[config.mk]
export PLATFORM = sky130hd
export DESIGN_NAME = conv_frame_loader
export DESIGN_NICKNAME = d
export VERILOG_FILES = /design/src/rtl/conv_frame_loader.sv
export SDC_FILE = /design/constraint.sdc
export NUM_CORES = 1
export LEC_CHECK = 0
export ABC_AREA = 1
export CORE_MARGIN = 2
export CORE_UTILIZATION = 31
export CTS_BUF_LIST = sky130_fd_sc_hd__clkbuf_4 sky130_fd_sc_hd__clkbuf_8 sky130_fd_sc_hd__clkbuf_16
export DETAILED_ROUTE_END_ITERATION = 16
export HOLD_SLACK_MARGIN = 0.12
export SLEW_MARGIN = 20
export SYNTH_ARGS = -nofsm -noshare
export SYNTH_HDL_FRONTEND = slang
export SYNTH_SLANG_ARGS = --single-unit
export TNS_END_PERCENT = 10
[constraint.sdc]
create_clock -name clk -period 2.8 [get_ports clk]
set_clock_uncertainty 0.1 [all_clocks]
set_input_delay 0.28 -clock clk [delete_from_list [all_inputs] [get_ports clk]]
set_output_delay 0.28 -clock clk [all_outputs]
set_load 0.02 [all_outputs]
[src/rtl/conv_frame_loader.sv]
// rtl/conv_frame_loader.sv - byte-stream frame loader for convolution input images and kernel sets
module conv_frame_loader #(
    parameter int DATA_SIZE        = 8,
    parameter int INPUT_SIZE       = 5,
    parameter int KERNEL_SIZE      = 3,
    parameter int IN_CHANNELS      = 1,
    parameter int OUT_CHANNELS     = 1,
    parameter int NUMBER_OF_INPUTS = 4,
    localparam int NI   = INPUT_SIZE * INPUT_SIZE * IN_CHANNELS,
    localparam int NK   = KERNEL_SIZE * KERNEL_SIZE * IN_CHANNELS * OUT_CHANNELS,
    localparam int IW   = (NUMBER_OF_INPUTS > 1) ? $clog2(NUMBER_OF_INPUTS) : 1,
    localparam int NMAX = (NI > NK) ? NI : NK,
    localparam int CW   = $clog2(NMAX + 1)
) (
    input  logic                      clk,
    input  logic                      reset_n,
    input  logic                      abort,
    input  logic [7:0]                in_data,
    input  logic                      in_valid,
    output logic                      in_ready,
    output logic [NI*DATA_SIZE-1:0]   in_bus,
    output logic [NK*DATA_SIZE-1:0]   kern_bus,
    output logic                      wr_in,
    output logic                      wr_kern,
    output logic [IW-1:0]             wr_index,
    output logic                      busy,
    output logic                      err,
    output logic [1:0]                err_code,
    output logic [7:0]                frame_count
);

    typedef enum logic [1:0] {IDLE, PAYLOAD, CHECK, COMMIT} state_t;

    state_t                   state, state_nxt;
    logic [NI*DATA_SIZE-1:0]  in_shadow;
    logic [NK*DATA_SIZE-1:0]  kern_shadow;
    logic [CW-1:0]            cnt;
    logic [7:0]               xsum;
    logic                     dest;
    logic [2:0]               idx;

    logic accept;
    logic hdr_sync_ok;
    logic hdr_idx_ok;
    logic last_byte;
    logic ck_ok;

    // abort beats any coincident byte, so it gates every acceptance
    assign accept      = in_valid && in_ready && !abort;
    assign hdr_sync_ok = (in_data[7:4] == 4'hA);
    assign hdr_idx_ok  = in_data[3] ? (in_data[2:0] == 3'd0)
                                    : (32'(in_data[2:0]) < NUMBER_OF_INPUTS);
    assign last_byte   = dest ? (cnt == CW'(NK - 1)) : (cnt == CW'(NI - 1));
    assign ck_ok       = (in_data == xsum);

    always_ff @(posedge clk or negedge reset_n) begin
        if (!reset_n) state <= IDLE;
        else          state <= state_nxt;
    end

    always_comb begin
        state_nxt = state;
        in_ready  = (state != COMMIT);
        busy      = (state != IDLE);
        case (state)
            IDLE:    if (accept && hdr_sync_ok && hdr_idx_ok) state_nxt = PAYLOAD;
            PAYLOAD: if (accept && last_byte) state_nxt = CHECK;
            CHECK:   if (accept) state_nxt = ck_ok ? COMMIT : IDLE;
            COMMIT:  state_nxt = IDLE;
            default: state_nxt = IDLE;
        endcase
        if (abort) state_nxt = IDLE;
    end

    // Buses and strobes are loaded on the checksum edge so they are visible during COMMIT
    always_ff @(posedge clk or negedge reset_n) begin
        if (!reset_n) begin
            in_shadow   <= '0;
            kern_shadow <= '0;
            in_bus      <= '0;
            kern_bus    <= '0;
            cnt         <= '0;
            xsum        <= '0;
            dest        <= 1'b0;
            idx         <= '0;
            wr_in       <= 1'b0;
            wr_kern     <= 1'b0;
            wr_index    <= '0;
            err         <= 1'b0;
            err_code    <= 2'd0;
            frame_count <= 8'd0;
        end else begin
            wr_in   <= 1'b0;
            wr_kern <= 1'b0;
            err     <= 1'b0;
            if (accept) begin
                case (state)
                    IDLE: begin
                        if (!hdr_sync_ok) begin
                            err      <= 1'b1;
                            err_code <= 2'd1;
                        end else if (!hdr_idx_ok) begin
                            err      <= 1'b1;
                            err_code <= 2'd2;
                        end else begin
                            dest <= in_data[3];
                            idx  <= in_data[2:0];
                            cnt  <= '0;
                            xsum <= '0;
                        end
                    end
                    PAYLOAD: begin
                        for (int i = 0; i < NI; i++)
                            if (!dest && cnt == CW'(i)) in_shadow[i*DATA_SIZE +: DATA_SIZE] <= in_data;
                        for (int i = 0; i < NK; i++)
                            if (dest && cnt == CW'(i)) kern_shadow[i*DATA_SIZE +: DATA_SIZE] <= in_data;
                        xsum <= xsum ^ in_data;
                        cnt  <= cnt + 1'b1;
                    end
                    CHECK: begin
                        if (ck_ok) begin
                            if (dest) begin
                                kern_bus <= kern_shadow;
                                wr_kern  <= 1'b1;
                            end else begin
                                in_bus   <= in_shadow;
                                wr_in    <= 1'b1;
                                wr_index <= IW'(idx);
                            end
                            frame_count <= frame_count + 8'd1;
                        end else begin
                            err      <= 1'b1;
                            err_code <= 2'd3;
                        end
                    end
                    default: ;
                endcase
            end
        end
    end

endmodule

# Word-level counts from Yosys, hierarchy flattened
# Cells that the tools add are included.
[word_totals] elab_cells=208 out_inout_bits=289 reg_bits=577
[op_classes] bitwise_logic=2 n_reduce_logical=88 n_lt_le_gt_ge=1 n_eq_ne=37 mux=31 addsub=2
[op_table] operator="3-bit AND reduction" n=36
[op_table] operator="5-bit == test (second input constant)" n=9
[op_table] operator="5-bit by 4-bit == test with 1-bit output (second input constant)" n=8
[op_table] operator="1-bit logical AND" n=39
[op_table] operator="5-bit by 3-bit == test with 1-bit output (second input constant)" n=4
[op_table] operator="4-bit AND reduction" n=5
[op_table] operator="2-bit two-way mux" n=8
[op_table] operator="8-bit two-way mux" n=2
[op_table] operator="8-bit one-hot mux with 2 select lines" n=1
[op_table] operator="1-bit two-way mux" n=14
[op_table] operator="3-bit != test (second input constant)" n=4
[op_table] operator="5-bit by 2-bit == test with 1-bit output (second input constant)" n=2
[op_table] operator="5-bit two-way mux" n=2
[op_table] operator="5-bit one-hot mux with 2 select lines" n=1
[op_table] operator="8-bit by 1-bit adder with 8-bit output (second input constant)" n=1
[op_table] operator="8-bit == test" n=1
[op_table] operator="2-bit != test (second input constant)" n=4
[op_table] operator="2-bit one-hot mux with 4 select lines" n=1
[op_table] operator="8-bit XOR" n=1
[op_table] operator="2-bit nonzero test" n=3
[op_table] operator="5-bit by 1-bit adder with 5-bit output (second input constant)" n=1
[op_table] operator="5-bit by 1-bit == test with 1-bit output (second input constant)" n=1
[op_table] operator="5-bit zero test" n=1
[op_table] operator="2-bit == test (second input constant)" n=2
[op_table] operator="9 further kinds" n=10

# Longest topological paths before layout
[depth] ltp_word=8 depth_mapped=10 depth_no_buf=10

# Worst setup path after synthesis
# OpenSTA, ideal clock, no wires.
[synth_path] path_type="reg-to-reg" start="register cnt[0]" end="register kern_shadow[38]" n_path_buf=1 required_time_ns=2.569 path_slack_ns=0.963 synth_period_minus_slack_ns=1.837 t_arrival_ns=1.606 path_stages_with_launch=9 path_cell_list="dfrtp_1 -> inv_1 -> ha_1 -> inv_1 -> nor3_1 -> nand2_1 -> clkbuf_1 -> nand2_1 -> o21ai_1"
[synth_between] elab_chain_len=3
[synth_rtl] element="start, declared" line="37" source="logic [CW-1:0] cnt;"
[synth_rtl] element="start signal, assigned" line="118" source="cnt <= cnt + 1'b1;"
[synth_rtl] element="5-bit by 3-bit == test with 1-bit output" line="116" source="if (dest && cnt == CW'(i)) kern_shadow[i*DATA_SIZE +: DATA_SIZE] <= in_data;"
[synth_rtl] element="1-bit logical AND" line="116"
[synth_rtl] element="3-bit AND reduction (no source line)"
[synth_rtl] element="end signal, assigned by index" line="116"
[synth_rtl] element="end, declared" line="36" source="logic [NK*DATA_SIZE-1:0] kern_shadow;"
# Every way passes these cells.
# A chain may end at the register's enable or synchronous reset.

# Worst setup path in the final report
[layout_path] start="register cnt[0]" end="register in_shadow[66]"
[layout_between] elab_chain_len=3
[layout_rtl] element="5-bit by 4-bit == test with 1-bit output" line="114" source="if (!dest && cnt == CW'(i)) in_shadow[i*DATA_SIZE +: DATA_SIZE] <= in_data;"
[layout_rtl] element="1-bit logical AND" line="114"
[layout_rtl] element="3-bit AND reduction (no source line)"
[layout_rtl] element="end signal, assigned by index" line="114"
[layout_rtl] element="end, declared" line="35" source="logic [NI*DATA_SIZE-1:0] in_shadow;"
# Every way passes these cells.

==> results.md <==
* Status: completed
* Mapped Nets at about 2300
* Arrival time worst endpoint at ~2.9 ns
* Grt total ovfl at 0
* Htree depth at 2
* Clock latency on the worst-skew pair at 0.62 ns
* Most frequent cells in the layout: nand2_1 (632), dfrtp_1 (577), o21ai_1 (397), inv_1 (310), clkdlybuf4s50_1 (299)
* Seq cells post-synth at 577
* Port Buffers at 300
* Most common cell after layout, fill and taps aside: nand2_1
* CP Capture Type: flip-flop
* Worst-margin pin slew at approximately 0.75 ns
* # setup viols final at 0
* Sequential-to-total area share from yosys stat at 0.650
* Area of the multi-input gates at about 6000 µm²
* Post-route setup slack at 0.344 ns
* Total track usage at 0.164
* RePlAce Congestion at 0.795
* WP data required at ~3.2 ns
* Setup TNS at 0 ns
* CTS tree: yes
* Initial Util at 0.312
* 1st-iter DRT viols at 1117
* Synth warn at 0
* Flop pwr share at 0.485
* Initial antenna violation count at 9
* Worst Path Max Fanout at 16
* Core area at a little over 70000 µm²
* Cell internal pwr at roughly 14 mW
* Via density at 4.37
* Total Wirelength at around 61000 µm
* Detailed Routing Iterations Pass 1 at 5
* Achievable frequency at around 0.4 GHz
* Vias in the first global route at approximately 15000
* Pwr dens at 616 nW/µm²
* Post-synthesis cell area at between 20000 and 25000 µm²
* VDD IR-drop max at 0.431 mV
* RSZ-0062 raised after global routing: no
* Max-slew violation count at 0
* Die height at 272 µm
* Fill count at approximately 7000
* Largest net degree at the start of global routing at 170
* Die W at roughly 270 µm
* Switch Pwr at between 3 and 4 mW
* Crit Path Category: flip-flop to flip-flop
* First-pass GRT wire length at around 93000 µm
* PostCTS Resize Cnt at 0
* Clock buffer depth at 3
* Clock slew at reported path FFs at ~0.06 ns
* Vias at around 16000
* Unique masters post-synth at 29
* DR WL/cell at around 17 µm
* Combinational Power Share at 0.040
* Synthesized instance count at between 2000 and 2500
* Tcrit/Tclk final at 0.877
* Share of layout cells above drive strength 1 at 0.0734
* Remaining antenna violation count at 0
* MaxCap Viol Count at 0
* Sink Count at between 500 and 600
* Register Area at approximately 14000 µm²
* Synthesized area per cell at 9.58 µm²
* Core Util, Final at 0.398
* # IOs at roughly 300
* Fin crit period at ~2.5 ns
* Clk root buf: clkbuf_16
* Nets at 2631
* Max-slew headroom at 0.493
* Std-Cell Rows at between 90 and 100
* DRC at 0
* Clock Power Share at 0.475
* Die ar. at 73800 µm²
* Power consumption at approximately 17 mW
* Pre-CTS setup slack at 0.239 ns
* Detailed placement HPWL at just under 40000 µm
* Standby leakage power at 12.1 nW
* Area growth syn-to-layout at 27.8%
* Hold crit path type: primary input to async pin
* Switching Share at 0.224
* CP Launch Type: flip-flop
* Hold violation count in the final report at 0
* Total CTS buffers at slightly below 60
[worst max-delay path: stages (launching register included)]
cell and delay [ns]:
dfrtp_1 0.44, inv_1 0.11, ha_1 0.35, inv_1 0.15
nor3_1 0.41, nand2_1 0.47, o21ai_0 0.32
[Yosys cell counts]
master	count	share of area
nand3_4	4	0.0032
nor2_2	2	0.00056
nand2_1	632	0.11
inv_1	310	0.052
inv_2	15	0.0025
o21ai_0	166	0.037
buf_4	2	0.00068
buf_2	45	0.010
nand2_4	1	0.00051
clkinv_1	1	0.00017
ha_1	6	0.0034
nand4_4	4	0.0038
xor2_1	3	0.0012
nand4_2	2	0.0011
nand2_2	3	0.00085
nand3_1	14	0.0032
clkbuf_1	64	0.011
nor2_8	2	0.0018
dfrtp_1	577	0.65
nand4_1	5	0.0014
nor3_1	12	0.0027
nor2_4	4	0.0020
o21ai_1	397	0.089
o22ai_1	9	0.0025
nor2_1	21	0.0035
and2_1	1	0.00028
a21oi_1	1	0.00023
buf_6	10	0.0051
xnor2_1	5	0.0020
[repair_timing]
item	4_1_cts	5_1_grt
endpoints found under the hold margin	516	0
buffers inserted	0	0
hold buffers	1	0
[per-stage QoR]
step	instances	hold WS, ns	instance area [µm²]
after floorplan	2318	-0.116	22200
after global placement	3501	0.216	26300
after detailed placement	3501	0.219	26300
after global routing	3605	0.167	28400
final	3606	0.141	28400
after CTS	3605	0.144	28400
[routing by layer]
layer | vias to the layer above | wire length (µm) | track usage
met5 | - | 70 | 0
met1 | 7426 | 27700 | 0.225
met2 | 332 | 27900 | 0.260
met4 | 12 | 1510 | 0.0453
li1 | 7902 | - | -
met3 | 90 | 3350 | 0.0365
[worst paths after layout]
check / cells after the start / from / end / slack (ns)
hold / removal: 2 / reset_n / kern_shadow[66]$_DFFE_PN0P_ / 0.14
min in group clk: 3 / in_data[1] / idx[1]$_DFFE_PN0P_ / 0.26
setup reg to reg: 6 / cnt[0]$_DFFE_PN0P_ / in_shadow[66]$_DFFE_PN0P_ / 0.34
setup / recovery: 6 / cnt[0]$_DFFE_PN0P_ / in_shadow[66]$_DFFE_PN0P_ / 0.34
hold reg to reg: 2 / in_shadow[68]$_DFFE_PN0P_ / in_shadow[68]$_DFFE_PN0P_ / 0.38
max in group asynchronous: 3 / reset_n / kern_shadow[4]$_DFFE_PN0P_ / 1.54
[layout make-up]
| type | count | share of cell area |
|---|---|---|
| inverter | 326 | 0.0431 |
| tap | 950 | 0.0419 |
| sequential | 577 | 0.509 |
| multi-input combinational | 1294 | 0.210 |
| clock inverter | 21 | 0.0112 |
| antenna | 1 | 0.0000882 |
| timing repair buffer | 355 | 0.124 |
| clock buffer | 82 | 0.0608 |
[flip-flops by register name, indices dropped and copies added (netlist names), 5 cells and up]
| signal | count |
|---|---|
| cnt | 5 |
| frame_count | 8 |
| in_bus | 200 |
| in_shadow | 200 |
| kern_bus | 72 |
| kern_shadow | 72 |
| xsum | 8 |
[cell families (layout without fill, tap and decap cells)]
kind of cell    Yosys count  count (layout)  synth area share
fa+ha+maj                 6               6           0.00338
other cells               0               1                 0
xor+xnor                  8               8           0.00316
simple gates            707             707             0.132
compound gates          573             573             0.130
flops                   577             577             0.650
buf+inv                 447             784            0.0818
[power groups by stage]
stage / Clock [mW] / Sequential (mW) / Combinational (mW)
2_1_floorplan: 0 / 8.60 / 0.320
3_3_place_gp: 0 / 8.62 / 0.710
3_5_place_dp: 0 / 8.62 / 0.715
4_1_cts: 8.52 / 8.47 / 0.718
5_1_grt: 8.90 / 8.47 / 0.784
6_report: 8.30 / 8.47 / 0.703
Power figures use the tool's default switching activity.
